File: config.mk
export PLATFORM = sky130hd
export DESIGN_NAME = wordlock_ctrl
export DESIGN_NICKNAME = d
export VERILOG_FILES = /design/src/rtl/wordlock_ctrl.sv
export SDC_FILE = /design/constraint.sdc
export NUM_CORES = 1
export LEC_CHECK = 0
export ABC_CLOCK_PERIOD_IN_PS = 2400
export CORE_MARGIN = 10
export CORE_UTILIZATION = 50
export DETAILED_ROUTE_END_ITERATION = 12
export PLACE_DENSITY = 0.73
export SKIP_LAST_GASP = 1
export SLEW_MARGIN = 40
export SYNTH_ARGS = -nofsm -noshare
export SYNTH_HDL_FRONTEND = slang
export SYNTH_SLANG_ARGS = --single-unit
File: constraint.sdc
create_clock -name clk_i -period 2.4 [get_ports clk_i]
set_input_delay 0.36 -clock clk_i [delete_from_list [all_inputs] [get_ports clk_i]]
set_output_delay 0.36 -clock clk_i [all_outputs]
set_load 0.005 [all_outputs]
File: src/rtl/wordlock_ctrl.sv
// Multi-lane word-lock / bitslip controller; all lanes share one core clock and window counter.
// Define WORDLOCK_STATS_EN to build the per-lane lock-loss counters (tied to zero otherwise).
module wordlock_ctrl #(
  parameter int unsigned NUM_LN        = 4,
  parameter int unsigned WIN_LOG2      = 4,
  parameter int unsigned UNLOCK_THRESH = 8,
  parameter int unsigned FLUSH_WIN     = 1,
  parameter int unsigned LOCK_WIN      = 1,
  parameter int unsigned SLIP_MAX      = 40
) (
  input  logic                clk_i,
  input  logic                rst_ni,
  input  logic [NUM_LN-1:0]   lane_en_i,
  input  logic [NUM_LN-1:0]   force_relock_i,
  input  logic [NUM_LN-1:0]   err_fix_i,
  input  logic [NUM_LN-1:0]   err_fail_i,
  output logic [NUM_LN-1:0]   bitslip_o,
  output logic [NUM_LN-1:0]   wordlock_o,
  output logic [NUM_LN-1:0]   slip_exhaust_o,
  output logic [8*NUM_LN-1:0] slip_cnt_o,
  output logic [8*NUM_LN-1:0] lock_loss_cnt_o
);

  localparam int unsigned EW = WIN_LOG2 + 1;

  typedef enum logic [1:0] {
    ST_OBSERVE = 2'd0,
    ST_SLIP    = 2'd1,
    ST_FLUSH   = 2'd2,
    ST_LOCKED  = 2'd3
  } state_e;

  function automatic logic [7:0] sat_inc8(input logic [7:0] v);
    sat_inc8 = (v == 8'hFF) ? v : v + 8'd1;
  endfunction

  logic [WIN_LOG2-1:0] win_q;
  logic                win_end;
  logic [NUM_LN-1:0]   err_s;
  logic [EW-1:0]       err_cnt_q [NUM_LN];
  logic [EW-1:0]       run_cnt   [NUM_LN];
  logic [NUM_LN-1:0]   any_err_q;
  state_e              state_q   [NUM_LN];
  state_e              state_d   [NUM_LN];
  logic [3:0]          clean_q   [NUM_LN];
  logic [3:0]          clean_d   [NUM_LN];
  logic [3:0]          flush_q   [NUM_LN];
  logic [3:0]          flush_d   [NUM_LN];
  logic [7:0]          slip_cnt_q[NUM_LN];
  logic [NUM_LN-1:0]   slip_exh_q;
  logic [NUM_LN-1:0]   bitslip_q;
  logic [NUM_LN-1:0]   wordlock_q;

  assign win_end = (win_q == {WIN_LOG2{1'b1}});
  assign err_s   = err_fix_i | err_fail_i;

  // Shared free-running observation window counter
  always_ff @(posedge clk_i or negedge rst_ni) begin
    if (!rst_ni) begin
      win_q <= {WIN_LOG2{1'b0}};
    end else begin
      win_q <= win_q + {{(WIN_LOG2-1){1'b0}}, 1'b1};
    end
  end

  // Window error count including this cycle's error, saturating
  always_comb begin
    for (int l = 0; l < NUM_LN; l++) begin
      if (err_cnt_q[l] == {EW{1'b1}}) begin
        run_cnt[l] = err_cnt_q[l];
      end else begin
        run_cnt[l] = err_cnt_q[l] + {{(EW-1){1'b0}}, err_s[l]};
      end
    end
  end

  // Per-window error statistics, restarted after every window end
  always_ff @(posedge clk_i or negedge rst_ni) begin
    if (!rst_ni) begin
      any_err_q <= {NUM_LN{1'b0}};
      for (int l = 0; l < NUM_LN; l++) err_cnt_q[l] <= {EW{1'b0}};
    end else begin
      for (int l = 0; l < NUM_LN; l++) begin
        if (win_end) begin
          err_cnt_q[l] <= {EW{1'b0}};
          any_err_q[l] <= 1'b0;
        end else begin
          err_cnt_q[l] <= run_cnt[l];
          any_err_q[l] <= any_err_q[l] | err_s[l];
        end
      end
    end
  end

  // Per-lane next-state logic; lane enable beats relock, relock beats everything else
  always_comb begin
    for (int l = 0; l < NUM_LN; l++) begin
      state_d[l] = state_q[l];
      clean_d[l] = clean_q[l];
      flush_d[l] = flush_q[l];
      if (!lane_en_i[l]) begin
        state_d[l] = ST_OBSERVE;
        clean_d[l] = 4'd0;
        flush_d[l] = 4'd0;
      end else if (force_relock_i[l] && (state_q[l] != ST_SLIP)) begin
        state_d[l] = ST_SLIP;
        clean_d[l] = 4'd0;
      end else begin
        case (state_q[l])
          ST_OBSERVE: begin
            if (!win_end) begin
              state_d[l] = ST_OBSERVE;
            end else if (any_err_q[l] || err_s[l]) begin
              state_d[l] = ST_SLIP;
              clean_d[l] = 4'd0;
            end else if ((clean_q[l] + 4'd1) == 4'(LOCK_WIN)) begin
              state_d[l] = ST_LOCKED;
              clean_d[l] = 4'd0;
            end else begin
              clean_d[l] = clean_q[l] + 4'd1;
            end
          end
          ST_SLIP: begin
            state_d[l] = ST_FLUSH;
            flush_d[l] = 4'd0;
          end
          ST_FLUSH: begin
            if (!win_end) begin
              state_d[l] = ST_FLUSH;
            end else if ((flush_q[l] + 4'd1) == 4'(FLUSH_WIN)) begin
              state_d[l] = ST_OBSERVE;
              flush_d[l] = 4'd0;
            end else begin
              flush_d[l] = flush_q[l] + 4'd1;
            end
          end
          ST_LOCKED: begin
            // Dropping lock does not slip; OBSERVE decides at its next window end
            if (run_cnt[l] >= EW'(UNLOCK_THRESH)) begin
              state_d[l] = ST_OBSERVE;
            end else begin
              state_d[l] = ST_LOCKED;
            end
          end
          default: begin
            state_d[l] = ST_OBSERVE;
          end
        endcase
      end
    end
  end

  // Lane state, registered outputs and slip bookkeeping
  always_ff @(posedge clk_i or negedge rst_ni) begin
    if (!rst_ni) begin
      bitslip_q  <= {NUM_LN{1'b0}};
      wordlock_q <= {NUM_LN{1'b0}};
      slip_exh_q <= {NUM_LN{1'b0}};
      for (int l = 0; l < NUM_LN; l++) begin
        state_q[l]    <= ST_OBSERVE;
        clean_q[l]    <= 4'd0;
        flush_q[l]    <= 4'd0;
        slip_cnt_q[l] <= 8'd0;
      end
    end else begin
      for (int l = 0; l < NUM_LN; l++) begin
        state_q[l]    <= state_d[l];
        clean_q[l]    <= clean_d[l];
        flush_q[l]    <= flush_d[l];
        bitslip_q[l]  <= (state_d[l] == ST_SLIP);
        // Lock is reported one cycle after LOCKED is entered but drops on the same edge it is left
        wordlock_q[l] <= (state_d[l] == ST_LOCKED) && (state_q[l] == ST_LOCKED);
        if ((state_d[l] == ST_LOCKED) && (state_q[l] != ST_LOCKED)) begin
          slip_cnt_q[l] <= 8'd0;
          slip_exh_q[l] <= 1'b0;
        end else if ((state_d[l] == ST_SLIP) && (state_q[l] != ST_SLIP)) begin
          slip_cnt_q[l] <= sat_inc8(slip_cnt_q[l]);
          if (({1'b0, slip_cnt_q[l]} + 9'd1) >= 9'(SLIP_MAX)) begin
            slip_exh_q[l] <= 1'b1;
          end else begin
            slip_exh_q[l] <= slip_exh_q[l];
          end
        end else begin
          slip_cnt_q[l] <= slip_cnt_q[l];
          slip_exh_q[l] <= slip_exh_q[l];
        end
      end
    end
  end

`ifdef WORDLOCK_STATS_EN
  logic [7:0] lock_loss_q [NUM_LN];

  // Count every departure from LOCKED
  always_ff @(posedge clk_i or negedge rst_ni) begin
    if (!rst_ni) begin
      for (int l = 0; l < NUM_LN; l++) lock_loss_q[l] <= 8'd0;
    end else begin
      for (int l = 0; l < NUM_LN; l++) begin
        if ((state_q[l] == ST_LOCKED) && (state_d[l] != ST_LOCKED)) begin
          lock_loss_q[l] <= sat_inc8(lock_loss_q[l]);
        end else begin
          lock_loss_q[l] <= lock_loss_q[l];
        end
      end
    end
  end

  // Pack statistics output
  always_comb begin
    lock_loss_cnt_o = {(8*NUM_LN){1'b0}};
    for (int l = 0; l < NUM_LN; l++) lock_loss_cnt_o[8*l +: 8] = lock_loss_q[l];
  end
`else
  assign lock_loss_cnt_o = {(8*NUM_LN){1'b0}};
`endif

  assign bitslip_o      = bitslip_q;
  assign wordlock_o     = wordlock_q;
  assign slip_exhaust_o = slip_exh_q;

  // Pack per-lane slip counters
  always_comb begin
    slip_cnt_o = {(8*NUM_LN){1'b0}};
    for (int l = 0; l < NUM_LN; l++) slip_cnt_o[8*l +: 8] = slip_cnt_q[l];
  end

endmodule

; Yosys cells after proc, flatten, opt, wreduce, memory -nomap -nowiden
; Index checks and enable logic that the tools add are counted.
[totals]
register_bits = 112
in_bits = 18
wordCells = 295
[op_classes]
addsub = 21
n_lt_le_gt_ge = 8
n_eq_ne = 69
muxes = 116
n_bitwise = 5
reduce_logical = 48
[ops]
columns = op, n
row1 = 4-bit 2-to-1 mux, 40
row2 = 8-bit 2-to-1 mux, 12
row3 = 2-bit 2-to-1 mux, 32
row4 = 5-bit 2-to-1 mux, 8
row5 = "4-bit by 1-bit adder with 4-bit output, second input constant", 9
row6 = "8-bit by 1-bit adder with 9-bit output, second input constant", 4
row7 = "9-bit by 6-bit >= comparator with 1-bit output, second input constant", 4
row8 = "3-bit by 1-bit inequality test with 1-bit output, second input constant", 12
row9 = "8-bit by 1-bit adder with 8-bit output, second input constant", 4
row10 = "4-bit by 1-bit equality test with 1-bit output, second input constant", 8
row11 = "8-bit equality test, second input constant", 4
row12 = 2-bit one-hot mux with 4 select lines, 4
row13 = 4-bit one-hot mux with 2 select lines, 4
row14 = "2-bit equality test, second input constant", 12
row15 = "2-bit inequality test, second input constant", 12
row16 = 2-bit AND reduction, 12
row17 = 5-bit by 1-bit adder with 5-bit output, 4
row18 = "5-bit equality test, second input constant", 4
row19 = "5-bit by 4-bit >= comparator with 1-bit output, second input constant", 4
row20 = "2-bit by 1-bit equality test with 1-bit output, second input constant", 8
row21 = 1-bit logical AND, 16
row22 = 1-bit 2-to-1 mux, 16
row23 = 2-bit nonzero test, 8
row24 = "3-bit inequality test, second input constant", 4
row25 = 7 further kinds, 22

; Longest topological paths before layout
[logic_depth]
word_depth = 12
depth_mapped = 12

; Worst setup path before layout
; No wires, ideal clock.
[synth_timing]
path_type = flip-flop to flip-flop
startpoint = register clean_q[12] (netlist name)
endpoint = register slip_cnt_q (netlist bit slip_cnt_o[2])
arrival_ns = 2.462
required_time_ns = 2.273
setup_slack_ns = -0.189
stages_incl_launch_ff = 11
period_less_slack_ns = 2.589
cell_sequence = dfrtp_1 > ha_1 > or4b_4 > o31ai_4 > a311oi_1 > or4_1 > buf_2 > and2_4 > buf_6 > a21oi_1 > o22ai_1
[synth_via]
elab_chain_len = 12
[synth_lines]
columns = item, line
row1 = from (decl), 45  ; logic [3:0] clean_q [NUM_LN];
row2 = "from (signal, indexed assignment)", 168  ; clean_q[l] <= clean_d[l];
row3 = 4-bit by 1-bit adder with 4-bit output (*), 116  ; end else if ((clean_q[l] + 4'd1) == 4'(LOCK_WIN)) begin
row4 = 4-bit by 1-bit equality test with 1-bit output (*), 116
row5 = 2-bit 2-to-1 mux (*), 116
row6 = 2-bit 2-to-1 mux (*), 113  ; end else if (any_err_q[l] || err_s[l]) begin
row7 = 2-bit 2-to-1 mux (*), 111  ; if (!win_end) begin
row8 = 2-bit one-hot mux with 4 select lines (*), 109  ; case (state_q[l])
row9 = 2-bit 2-to-1 mux (*), 105  ; end else if (force_relock_i[l] && (state_q[l] != ST_SLIP)) begin
row10 = 2-bit 2-to-1 mux (*), 101  ; if (!lane_en_i[l]) begin
row11 = 2-bit equality test / 2-bit by 1-bit equality test with 1-bit output (equally long branches), "173, 176"
row12 = "1-bit logical AND, on equally long branches", "173, 176"
row13 = 2-bit inequality test (no source line) / 2-bit nonzero test (equally long branches), -
row14 = 2-bit AND reduction (no source line), -
row15 = "to (signal, indexed assignment)", 177  ; slip_cnt_q[l] <= sat_inc8(slip_cnt_q[l]);
row16 = "to (signal, indexed assignment)", 184  ; slip_cnt_q[l] <= slip_cnt_q[l];
row17 = to (decl), 49  ; logic [7:0] slip_cnt_q[NUM_LN];
; Mark *: on every way between the ends. The rest lies on a longest branch, timed or not.
; A chain may end at the register's enable or synchronous reset.

; Worst setup path in the final report
[layout_timing]
startpoint = register clean_q[13] (netlist name)
endpoint = register slip_cnt_q (netlist bit slip_cnt_o[6])
; Same word-level chain as after synthesis.

==> results by group <==
Setup path
  – Required time of the critical path: 2.68 ns
  – CP Max Fanout: 6
  – Max incr delay on CP: 0.53 ns
  – R2R cell count: 8
  – CP cell instances: ha_2, or4b_4, o31ai_4, a311oi_2, or4_4, and2_4, and4b_1, nor3_2
  – CP Class: flip-flop to flip-flop
  – Startpoint Class: flip-flop
  – CP max stage cell: or4b_4
  – CP Capture Type: flip-flop
  – WP data arrival: roughly 2.7 ns

Logic synthesis
  – Largest family of logic cells by synthesized area: simple AND/OR/NAND/NOR gates
  – Most common library cells after synthesis: 112 x dfrtp_1, 93 x nand2_1, 86 x nor2_1, 51 x o21ai_0, 49 x a21oi_1
  – Synthesized instance count: 767
  – Cell variety after synth: 73
  – Ys async rst share: 100%
  – Synth Area in Compound Gates: 20.9%
  – Top-count cell post-synth: dfrtp_1
  – Synth Area in Adders: roughly 6.2%
  – Mean Syn Cell Area: 8.74 µm²
  – Synth Cell Area: 6700 µm²
  – Yosys warning count: 0
  – Synth Area in XOR/XNOR: under 10%
  – Top cells by area, synth: dfrtp_1 42%, ha_1 6.2%, nand2_1 5.2%
  – Top-area cell type share of the netlist area: 41.8%
  – Sequential share of the synthesized area: between 40% and 50%
  – Ys flop type: dfrtp_1
  – Post-synthesis register bit count: 112
  – Post-synthesis mux area share: 0.765%
  – Post-synthesis simple-gate area fraction: between 20 and 25%
  – Area leader, netlist: dfrtp_1
  – Number of synthesized flops with an enable pin: 0

Route
  – Initial DRC Count: 510
  – ANT nets after route: 0
  – Vias: 6149
  – Vias/cell: around 5.6
  – Final WL: 17.1 mm
  – First-pass DRT Iterations: 5
  – Number of remaining DRC errors: 0
  – Wire length per cell: between 15 and 20 µm

Pwr
  – Total power draw: 0.00544 W
  – P_leak: just under 4 nW
  – PD cells: 616 nW/µm²
  – Worst vdd ir: between 400 and 500 µV

Global route
  – Initial antenna violation count: 0
  – Grt total ovfl: 0
  – Largest net degree at the start of global routing: 46
  – Vias in the first global route: 5996
  – GRT Total Usage: between 10% and 20%
  – First-pass GRT wire length: 27.7 mm

Floorplan
  – Cell row count: 42
  – Die H: 136 µm
  – Initial core utilization: between 50% and 60%
  – Chip width: between 100 and 150 µm
  – Die area: 18400 µm²
  – Num ports: 94
  – Core Area: 13200 µm²

Timing
  – Final worst slack: 0.00518 ns
  – Worst slew pin tran: between 0.5 and 0.6 ns
  – Peak Freq: 418 MHz
  – Rel. slew slack: 64.2%
  – Final TNS setup: 0 ns
  – Final Max Tran Viols: 0
  – Fin. Hold Viols: 0
  – Shortest period the worst path allows: around 2.4 ns
  – RSZ-0062 raised after global routing: true
  – Skew final: 0.00583 ns
  – Final Cycle Share: 99.8%
  – Final setup viols: 0

Final layout
  – Final Cell Area: ~8800 µm²
  – Layout cells sized above 1: 19.6%
  – Antenna Cells: 0
  – Final net count: 960
  – Synth-to-Final Area Change: 31.6%
  – Non-Filler Instances: 1089

Clock tree
  – Bufs on Longest Clock Path: 2
  – Num CTS Buffers: 9
  – CTS tree: built
  – Clk pin slew, worst setup/hold paths: 0.07 ns
  – Clock tree sinks: 112
  – CTS root buf: clkbuf_16
  – H-tree depth: 3
  – Worst-skew pair later-pin latency: 0.35 ns

Place
  – RePlAce Congestion: around 0.87
  – DP Area: between 7000 and 8000 µm²
  – Cells after DPL: 1050
  – # port buffers: 61
  – Post-place setup slack: -0.544 ns
  – Hpwl dp: between 10 and 15 mm

Run status
  – Outcome: complete, no violations

Flow run
  – Max-cap check violation count: 0

Worst hold path
  – WHS Path Cells: 4
  – Min-delay worst type: primary input to flip-flop
==> layer usage <==
layer | up-vias | global-route usage, % | share of wire (%)
li1 | 2977 | - | -
met4 | 0 | 6.64 | 1.7
met1 | 2995 | 21.7 | 42
met5 | - | 0 | 0
met2 | 153 | 30.0 | 50
met3 | 24 | 3.82 | 5.4
==> final timing paths <==
check                              from           endpoint  slack [ns]
max in group asynchronous        rst_ni     slip_cnt_o[10]        1.35
hold reg to reg                win_q[0]           win_q[0]        0.46
min in group asynchronous        rst_ni  slip_exhaust_o[2]        0.48
hold / removal             err_fix_i[1]       any_err_q[1]        0.43
setup reg to reg            clean_q[13]      slip_cnt_o[6]       0.005
setup / recovery            clean_q[13]      slip_cnt_o[6]       0.005
==> layout by cell type, fill, tap and decap left out, types with 5 or more instances in the layout <==
cell type        synthesis  final
a21boi_0                12     10
a21o_1                   5      5
a21oi_1                 49     39
a21oi_2                  0      9
a22o_1                   8      8
a31oi_1                 23     19
a41o_1                  10     10
and2_1                   9      7
and3_1                  10      8
buf_4                   32     73
buf_6                    1     10
clkbuf_16                0      9
clkdlybuf4s50_1          0     52
conb_1                   1     32
dfrtp_1                112    112
dlymetal6s2s_1           0      6
ha_1                    33     19
ha_2                     0      5
ha_4                     0      9
inv_1                   38     34
nand2_1                 93     87
nand2b_1                 7      7
nand3_1                 33     33
nand4_1                  7      7
nor2_1                  86     85
nor2b_1                  8      7
nor3_1                  19     18
o21ai_0                 51     41
o21ai_1                  1      7
o31ai_1                 11      7
xnor2_1                  6      6
xor2_1                  11     11
==> kinds of logic after synthesis <==
logic type / after synthesis
flip-flops: 112
buffers and inverters: 84
multiplexers: 5
XOR/XNOR: 17
AO/OA/AOI/OAI: 212
adder cells (fa/ha/maj): 33
AND/OR/NAND/NOR: 303
other: 1
==> report_power, final <==
part	internal (W)	total [W]	switching, W
registers	0.00208	0.00242	0.000334
clock network	0.000939	0.00164	0.000706
logic	0.000739	0.00138	0.000637
==> repair_timing <==
action	CTS	global route
hold buffers	1	0
hold endpoints to repair	27	0
gates resized for setup	44	74
gates cloned	1	0
setup endpoints to repair	38	40
setup buffers	10	13
pin swaps	15	39
==> final cells by class <==
| type | count | area (µm²) |
|---|---|---|
| clock buffers | 10 | 239 |
| clock inverters | 5 | 81.3 |
| fillers | 1053 | 4370 |
| inverters | 38 | 143 |
| multi-input cells | 602 | 4020 |
| flip-flops and latches | 112 | 2800 |
| well taps | 176 | 220 |
| repair buffers | 146 | 1320 |
==> per-stage QoR <==
step | hold WS (ns) | util [%]
floorplan | 0.0644 | -
global placement | 0.322 | 59.7
detailed placement | 0.326 | 59.7
CTS | 0.459 | 64.2
global route | 0.489 | 66.9
finish | 0.432 | 66.9
==> registers in the layout, indices dropped and copies added, names as in the netlist <==
register and cells:
bitslip_o 4, err_cnt_q 20, any_err_q 4, slip_exhaust_o 4, slip_cnt_o 32, win_q 4, wordlock_o 4, state_q 8
clean_q 16, flush_q 16
==> critical path, delay by kind of cell, from the launching register on <==
| kind | cells | cell delay, ns |
|---|---|---|
| and+or+nand+nor | 5 | 1.47 |
| DFF | 1 | 0.42 |
| AOI/OAI and AO/OA | 2 | 0.23 |
| adders and majority gates | 1 | 0.20 |
(Power assumes the default switching activity.)
